[config.mk]
export PLATFORM = sky130hd
export DESIGN_NAME = rvx_input_debouncer
export DESIGN_NICKNAME = d
export VERILOG_FILES = /design/src/rtl/rvx_input_debouncer_pkg.sv /design/src/rtl/rvx_input_debouncer_channel.sv /design/src/rtl/rvx_input_debouncer.sv
export SDC_FILE = /design/constraint.sdc
export NUM_CORES = 1
export LEC_CHECK = 0
export CAP_MARGIN = 20
export CORE_UTILIZATION = 30
export DETAILED_ROUTE_END_ITERATION = 10
export HOLD_SLACK_MARGIN = 0.15
export MAX_ROUTING_LAYER = met4
export SLEW_MARGIN = 20
export SYNTH_ARGS = -nofsm -noshare
export SYNTH_HDL_FRONTEND = slang
export SYNTH_SLANG_ARGS = --single-unit
export TNS_END_PERCENT = 20
[constraint.sdc]
create_clock -name clock -period 2.15 [get_ports clock]
set_clock_uncertainty 0.2 [all_clocks]
set_input_delay 0.3225 -clock clock [delete_from_list [all_inputs] [get_ports clock]]
set_output_delay 0.3225 -clock clock [all_outputs]
set_load 0.02 [all_outputs]
[src/rtl/rvx_input_debouncer_pkg.sv]
// Shared constants and helpers for the rvx_input_debouncer block.
// Holds the counter-width helper, default timing constants and the
// parameter-legality predicate used at elaboration time.
package rvx_input_debouncer_pkg;

  localparam int DEFAULT_DEBOUNCE_CYCLES   = 120000;
  localparam int DEFAULT_SYNC_STAGES       = 2;
  localparam int DEFAULT_LONG_PRESS_CYCLES = 1200000;

  // Width needed to hold every value in 0..value inclusive.
  function automatic int counter_width(input int value);
    return (value < 1) ? 1 : $clog2(value + 1);
  endfunction

  // Legal ranges: at least one stable cycle, a real two-flop synchroniser,
  // and a non-zero hold time for the long-press detector.
  function automatic bit params_legal(input int debounce_cycles,
                                      input int sync_stages,
                                      input int long_press_cycles);
    return (debounce_cycles >= 1) && (sync_stages >= 2) && (long_press_cycles >= 1);
  endfunction

endpackage

[src/rtl/rvx_input_debouncer_channel.sv]
// One conditioned input bit: synchroniser, debounce counter, edge pulses
// and (with RVX_INPUT_DEBOUNCER_LONG_PRESS_EN defined) a long-press
// detector. Without the macro, long_press is a constant 0.
module rvx_input_debouncer_channel
  import rvx_input_debouncer_pkg::*;
#(
  parameter int   DEBOUNCE_CYCLES   = DEFAULT_DEBOUNCE_CYCLES,
  parameter int   SYNC_STAGES       = DEFAULT_SYNC_STAGES,
  parameter int   LONG_PRESS_CYCLES = DEFAULT_LONG_PRESS_CYCLES,
  parameter logic RESET_VALUE       = 1'b0
) (
  input  logic clock,
  input  logic reset,
  input  logic s_in,
  output logic debounced,
  output logic rise_pulse,
  output logic fall_pulse,
  output logic long_press
);

  localparam int               CNT_W    = counter_width(DEBOUNCE_CYCLES);
  localparam logic [CNT_W-1:0] CNT_LAST = CNT_W'(DEBOUNCE_CYCLES - 1);

  if (!params_legal(DEBOUNCE_CYCLES, SYNC_STAGES, LONG_PRESS_CYCLES)) begin : g_bad_params
    $error("rvx_input_debouncer_channel: illegal DEBOUNCE_CYCLES/SYNC_STAGES/LONG_PRESS_CYCLES");
  end

  logic [SYNC_STAGES-1:0] sync_pipe;
  logic                   sync;
  logic [CNT_W-1:0]       count;

  assign sync = sync_pipe[SYNC_STAGES-1];

  // Synchroniser chain: stage 0 samples the asynchronous pad, last stage is safe to use.
  always_ff @(posedge clock) begin
    if (reset) begin
      sync_pipe <= {SYNC_STAGES{RESET_VALUE}};
    end else begin
      sync_pipe <= {sync_pipe[SYNC_STAGES-2:0], s_in};
    end
  end

  // Debounce filter: count consecutive mismatching samples; any agreeing sample restarts it.
  always_ff @(posedge clock) begin
    if (reset) begin
      debounced  <= RESET_VALUE;
      count      <= '0;
      rise_pulse <= 1'b0;
      fall_pulse <= 1'b0;
    end else begin
      rise_pulse <= 1'b0;
      fall_pulse <= 1'b0;
      if (sync == debounced) begin
        count <= '0;
      end else if (count == CNT_LAST) begin
        debounced  <= sync;
        count      <= '0;
        rise_pulse <= sync;
        fall_pulse <= ~sync;
      end else begin
        count <= count + CNT_W'(1);
      end
    end
  end

`ifdef RVX_INPUT_DEBOUNCER_LONG_PRESS_EN
  localparam int                HOLD_W    = counter_width(LONG_PRESS_CYCLES);
  localparam logic [HOLD_W-1:0] HOLD_LAST = HOLD_W'(LONG_PRESS_CYCLES);
  localparam logic [HOLD_W-1:0] HOLD_PRE  = HOLD_W'(LONG_PRESS_CYCLES - 1);

  logic [HOLD_W-1:0] hold;

  // Hold timer: runs while pressed, saturates, and fires once when it reaches the limit.
  always_ff @(posedge clock) begin
    if (reset || !debounced) begin
      hold       <= '0;
      long_press <= 1'b0;
    end else begin
      long_press <= 1'b0;
      if (hold != HOLD_LAST) begin
        hold       <= hold + HOLD_W'(1);
        long_press <= (hold == HOLD_PRE);
      end
    end
  end
`else
  assign long_press = 1'b0;
`endif

endmodule

[src/rtl/rvx_input_debouncer.sv]
// Multi-channel input conditioner for RVX board tops. Applies per-channel
// polarity inversion and packs NUM_CHANNELS independent channel filters.
// Optional long-press detection is enabled by defining
// RVX_INPUT_DEBOUNCER_LONG_PRESS_EN; the port list does not change.
module rvx_input_debouncer
  import rvx_input_debouncer_pkg::*;
#(
  parameter int                      NUM_CHANNELS      = 4,
  parameter int                      DEBOUNCE_CYCLES   = DEFAULT_DEBOUNCE_CYCLES,
  parameter int                      SYNC_STAGES       = DEFAULT_SYNC_STAGES,
  parameter logic [NUM_CHANNELS-1:0] INVERT_MASK       = {NUM_CHANNELS{1'b0}},
  parameter logic [NUM_CHANNELS-1:0] RESET_VALUE       = {NUM_CHANNELS{1'b0}},
  parameter int                      LONG_PRESS_CYCLES = DEFAULT_LONG_PRESS_CYCLES
) (
  input  logic                    clock,
  input  logic                    reset,
  input  logic [NUM_CHANNELS-1:0] raw_input,
  output logic [NUM_CHANNELS-1:0] debounced,
  output logic [NUM_CHANNELS-1:0] rise_pulse,
  output logic [NUM_CHANNELS-1:0] fall_pulse,
  output logic [NUM_CHANNELS-1:0] long_press
);

  if (NUM_CHANNELS < 1) begin : g_bad_channels
    $error("rvx_input_debouncer: NUM_CHANNELS must be at least 1");
  end

  // Active-low pads are flipped before synchronising so every channel is active-high inside.
  logic [NUM_CHANNELS-1:0] s_in;
  assign s_in = raw_input ^ INVERT_MASK;

  for (genvar i = 0; i < NUM_CHANNELS; i++) begin : g_ch
    rvx_input_debouncer_channel #(
      .DEBOUNCE_CYCLES   (DEBOUNCE_CYCLES),
      .SYNC_STAGES       (SYNC_STAGES),
      .LONG_PRESS_CYCLES (LONG_PRESS_CYCLES),
      .RESET_VALUE       (RESET_VALUE[i])
    ) u_channel (
      .clock      (clock),
      .reset      (reset),
      .s_in       (s_in[i]),
      .debounced  (debounced[i]),
      .rise_pulse (rise_pulse[i]),
      .fall_pulse (fall_pulse[i]),
      .long_press (long_press[i])
    );
  end

endmodule

=== After elaboration in Yosys (flattened, before gate mapping) ===
Index checks and enable logic that the tools add are counted.

* Register bits after elaboration: 88
* Bits in latches: 0
* Bits in writable memories: 0
* Memory bits (read-only): 0
* Output and inout bits: 16
* Memories: 0

* Add/subtract/negate cells: 4
* Multiply operators: 0
* Divide/modulo/power cells: 0
* Magnitude comparators: 0
* Equal/unequal tests: 8
* Shifts and indexed selects: 0
* Muxes and demuxes: 0
* Bitwise operators: 12
* Reduce and logical (&&, ||, !) cells: 12

{| class="wikitable"
|+ Operator list
! kind !! count
|-
| adder 17 x 1 -> 17 bit, second input constant || 4
|-
| == test 17 bit, second input constant || 4
|-
| OR reduction 3 bit || 8
|-
| NOT 1 bit || 12
|-
| AND reduction 2 bit || 4
|-
| == test 1 bit || 4
|}

=== Depth between registers and ports, before layout ===
Gate-level depths: netlist (run 1).

* Depth in word-level cells: 3
* Depth in mapped cells: 6
* Depth with buffers taken out: 5

=== Modules after synthesis ===
From an unflattened synthesis (run 1), not the netlist that was laid out.

* Cell total of the unflattened synthesis: 436
* Area, all modules: 3878.7 um^2

{| class="wikitable"
|+ By module, submodules not included
! module !! times used !! cells an instance !! area an instance (um^2)
|-
| rvx_input_debouncer_channel || 4 || 109 || 969.7
|}

=== Worst setup path before layout (run 1) ===
Ideal clock, no wire load.

* Path kind: register to register
* Start: register g_ch[3].u_channel.count[0]
* End: register g_ch[3].u_channel.count[10]
* Setup time: 0.117 ns
* Arrival time: 1.556 ns
* Required time: 1.833 ns
* Slack: 0.277 ns
* Cell stages (with the launch flop): 7
* Path buffers: 1
* Clock period less this slack: 1.873 ns
* Cells stage by stage: dfxtp_1 ha_1 nand4_1 or2_2 o21ai_1 buf_2 nor2_1

* Cells in the longest elaborated chain, start to end: 2

{| class="wikitable"
|+ RTL lines
! element !! line !! RTL
|-
| from (decl) || rvx_input_debouncer_channel.sv:30 || <nowiki>logic [CNT_W-1:0] count;</nowiki>
|-
| from (signal assigned) || rvx_input_debouncer_channel.sv:61 || <nowiki>count <= count + CNT_W'(1);</nowiki>
|-
| parallel branches: the longest is 2 deep, another holds adder 17 x 1 -> 17 bit || - ||
|}

Parallel ways; which one is timed is not known.
A chain may end at the register's enable or synchronous reset.

=== Final worst setup path (run 1) ===
* Start: register g_ch[0].u_channel.count[0]
* End: register g_ch[0].u_channel.rise_pulse

* Cells in the longest elaborated chain, start to end: 3

{| class="wikitable"
|+ RTL lines
! element !! line !! RTL
|-
| from (decl) || rvx_input_debouncer_channel.sv:30 ||
|-
| from (signal assigned) || rvx_input_debouncer_channel.sv:61 ||
|-
| == test 17 bit || rvx_input_debouncer_channel.sv:55 || <nowiki>end else if (count == CNT_LAST) begin</nowiki>
|-
| NOT 1 bit (no line) || - ||
|-
| OR reduction 3 bit (no line) || - ||
|-
| to (signal assigned) || rvx_input_debouncer_channel.sv:58 || <nowiki>rise_pulse <= sync;</nowiki>
|-
| to (decl) || rvx_input_debouncer_channel.sv:16 || <nowiki>output logic rise_pulse,</nowiki>
|}

Every way passes these cells.

==> flow_metrics.py, run 1 <==
metrics = {
    "clock_tree": {
        "numCtsBuffers": 9,
        "cts_setup_buffers": 0,
        "ctsResizeCount": 0,
        "cts_tree": "yes",
        "cts_root_buf": "clkbuf_16",
        "clkSinkCount": 88,
        "clock_path_buffers": 2,
        "hold_buffers": 0,
        "clock_latency_ns": 0.34,
        "clk_pin_slew_worst_paths_ns": 0.06,
        "cts-htree-levels": 3,
    },
    "logic_synthesis": {
        "yosys.cell_types.count": 43,
        "syn_area_per_cell_um2": 9.11,
        "postSynthCellCount": 419,
        "synth_top_cell_area_share": 0.461,
        "synth_flop_cell": "dfxtp_1",
        "yosysTopAreaCell": "dfxtp_1",
        "synth_common_cells": "dfxtp_1 (88), nor2_1 (70), xnor2_1 (42)",
        "synth-edff-count": 0,
        "ys.warnings.count": 0,
        "ys_seq_area_frac": 0.461,
        "ys_ff_latch": 88,
        "synth_most_common_cell": "dfxtp_1",
        "netlist_top_cells_area": "dfxtp_1 (46%), xnor2_1 (9.6%), nor2_1 (6.9%)",
        "synth_area_um2": 3820,
        "synthArstFlopShare": 0,
    },
    "finish": {
        "synthToLayoutAreaGrowth_pct": 15.9,
        "drive_above_1_share": 0.0797,
        "final_area_um2": 4430,
        "insertedDiodeCount": 0,
        "finalNetCount": 445,
        "stdcell_count": 607,
    },
    "pwr": {
        "powerDensity_nw_per_um2": 744,
        "p_total_uw": 3290,
        "leakagePower_uw": 0.00130,
        "pwr-share-seq": 0.500,
        "worst_ir_drop_vdd_uv": 424,
        "p_clk_frac": 0.483,
        "swShare": 0.195,
        "combPwrFrac": 0.017,
        "p_sw_uw": 643,
        "p_int_uw": 2650,
    },
    "die": {
        "die_w_um": 115,
        "die-area_um2": 13200,
        "ios": 22,
        "rows": 40,
        "design.core.area_um2": 12200,
        "fp.dieH_um": 115,
        "initial_core_util": 0.313,
    },
    "worst_setup_path": {
        "worstPathCellList": "ha_1 > nand3_2 > or4_4 > nor4b_1",
        "cp_slowest_cell": "or4_4",
        "rrSetupSlack_ns": 0.17,
        "end_kind": "register",
        "crit_type": "reg2reg",
        "critPathMaxFanout": 9,
        "max_stage_delay_ns": 0.60,
        "startpoint_type": "register",
        "required_ns": 2.18,
        "arrival_ns": 2.01,
    },
    "placed_design": {
        "port_buffers": 17,
        "place_ws_ns": 0.154,
        "dp_cells": 592,
        "hpwlAfterDp_um": 4980,
        "placed_area_um2": 4120,
        "gp_congestion": 0.811,
    },
    "route": {
        "maxUsedRoutingLayer": "met4",
        "dr.pass1.iters": 4,
        "drt-total-wl_um": 7110,
        "routed_via_density": 4.67,
        "drtAntennaViolNets": 0,
        "vias": 2834,
        "dr_wl_met3_um": 350,
        "drc": 0,
        "wirelength_met1_um": 3470,
        "wl_met2_um": 3180,
        "wl_per_cell_um": 11.7,
        "drt_iter0_drc": 89,
    },
    "global_routing": {
        "grt_first_pass_wirelength_um": 12000,
        "antenna_found_initial": 0,
        "grt_use_total": 0.119,
        "grt_pass1_vias": 2596,
        "gr-total-overflow": 0,
        "grt_max_degree": 17,
    },
    "timing": {
        "setup_tns_ns": 0,
        "fin_ws_ns": 0.166,
        "hold_violations": 0,
        "slew_violations": 0,
        "finalSetupViolCount": 0,
        "fmax_ghz": 0.504,
        "rsz0062_at_grt": "false",
        "period_share": 0.923,
        "layout_min_cycle_time_ns": 1.98,
    },
    "job": {
        "maxCapViolCount": 0,
    },
    "run_status": {
        "outcome": "finished clean",
    },
    "hold_path": {
        "hold_class": "reg2reg",
    },
}
[power by group through the flow]
| stage | Combinational, µW | Clock [µW] | Sequential [µW] |
|---|---|---|---|
| after floorplan | 38.8 | 0 | 1680 |
| after global placement | 57.1 | 0 | 1680 |
| after detailed placement | 57.6 | 0 | 1680 |
| after CTS | 57.5 | 1640 | 1640 |
| after global routing | 62.9 | 1700 | 1650 |
| final | 56.5 | 1590 | 1650 |
[layout by cell type, fill, tap and decap left out, types with 4 or more instances in the layout]
master / n
nor3_1: 17
clkdlybuf4s50_1: 17
conb_1: 4
nor2b_1: 8
dfxtp_1: 88
and3_1: 5
clkbuf_16: 9
xnor2_1: 42
buf_4: 10
inv_1: 10
a21oi_1: 6
nand3_1: 24
nor2_1: 70
nand2b_1: 8
nor4_1: 21
nand4_1: 21
nand2_1: 16
xor2_1: 17
ha_1: 4
[per-layer routing]
layer	track usage	vias up
li1	-	1458
met1	0.147	1305
met2	0.178	61
met3	0.0406	10
met4	0.0468	0
met5	-	-
[through the flow]
step,utilization,hold WS (ns)
5_1_grt,0.362,0.271
3_3_place_gp,0.337,0.217
4_1_cts,0.362,0.250
3_5_place_dp,0.337,0.237
6_report,0.362,0.246
2_1_floorplan,-,0.214
[critical path: cells and delay by family, from the launching register on]
family / cells / cell delay [ns]
AND/OR/NAND/NOR: 3 / 1.09
flip-flops: 1 / 0.37
adder cells (fa/ha/maj): 1 / 0.22
[area by class of cell]
cell class | instances | area (µm²)
Clock buffer | 12 | 267
Clock inverter | 3 | 40.0
Timing Repair Buffer | 27 | 245
Inverter | 10 | 37.5
Fill cell | 1228 | 7790
Sequential cell | 88 | 1760
Multi-Input combinational cell | 299 | 1860
Tap cell | 168 | 210
[logic make-up (layout without fill, tap and decap cells)]
kind of cell    after synthesis  after routing  share of synthesized area
simple gates                214            214                      0.296
fa+ha+maj                     4              4                     0.0131
compound gates               16             16                     0.0347
other cells                   1              4                   0.000982
buf+inv                      35             52                     0.0534
flops                        88             88                      0.461
mux                           2              2                    0.00524
xor+xnor                     59             59                      0.135
[state kept, by name (all words and copies together) (netlist names)]
name	cells
g_ch.u_channel.debounced	4
g_ch.u_channel.sync_pipe	8
g_ch.u_channel.count	68
g_ch.u_channel.fall_pulse	4
g_ch.u_channel.rise_pulse	4
[path summary, 6_finish.rpt]
path | start | end | depth (start not counted)
worst max-delay path | g_ch[0].u_channel.count[0] | g_ch[0].u_channel.rise_pulse | 4
worst max register to register | g_ch[0].u_channel.count[0] | g_ch[0].u_channel.rise_pulse | 4
worst min register to register | g_ch[1].u_channel.sync_pipe[0] | g_ch[1].u_channel.sync_pipe[1] | 1
worst min-delay path | g_ch[1].u_channel.sync_pipe[0] | g_ch[1].u_channel.sync_pipe[1] | 1
Power figures use the tool's default switching activity.
==> run 2, diff against run 1 <==
--- a/config.mk
+++ b/config.mk
@@ -14,4 +14,4 @@
 export SYNTH_ARGS = -nofsm -noshare
 export SYNTH_HDL_FRONTEND = slang
 export SYNTH_SLANG_ARGS = --single-unit
-export TNS_END_PERCENT = 20
+export TNS_END_PERCENT = 30
==> results of run 2 <==
No change in the layout: final DEF, timing and power equal those of run 1.
==> run 3, diff against run 2 <==
--- a/config.mk
+++ b/config.mk
@@ -5,7 +5,7 @@
 export SDC_FILE = /design/constraint.sdc
 export NUM_CORES = 1
 export LEC_CHECK = 0
-export CAP_MARGIN = 20
+export CAP_MARGIN = 0
 export CORE_UTILIZATION = 30
 export DETAILED_ROUTE_END_ITERATION = 10
 export HOLD_SLACK_MARGIN = 0.15
==> results of run 3 <==
No change in the layout: final DEF, timing and power equal those of run 1.
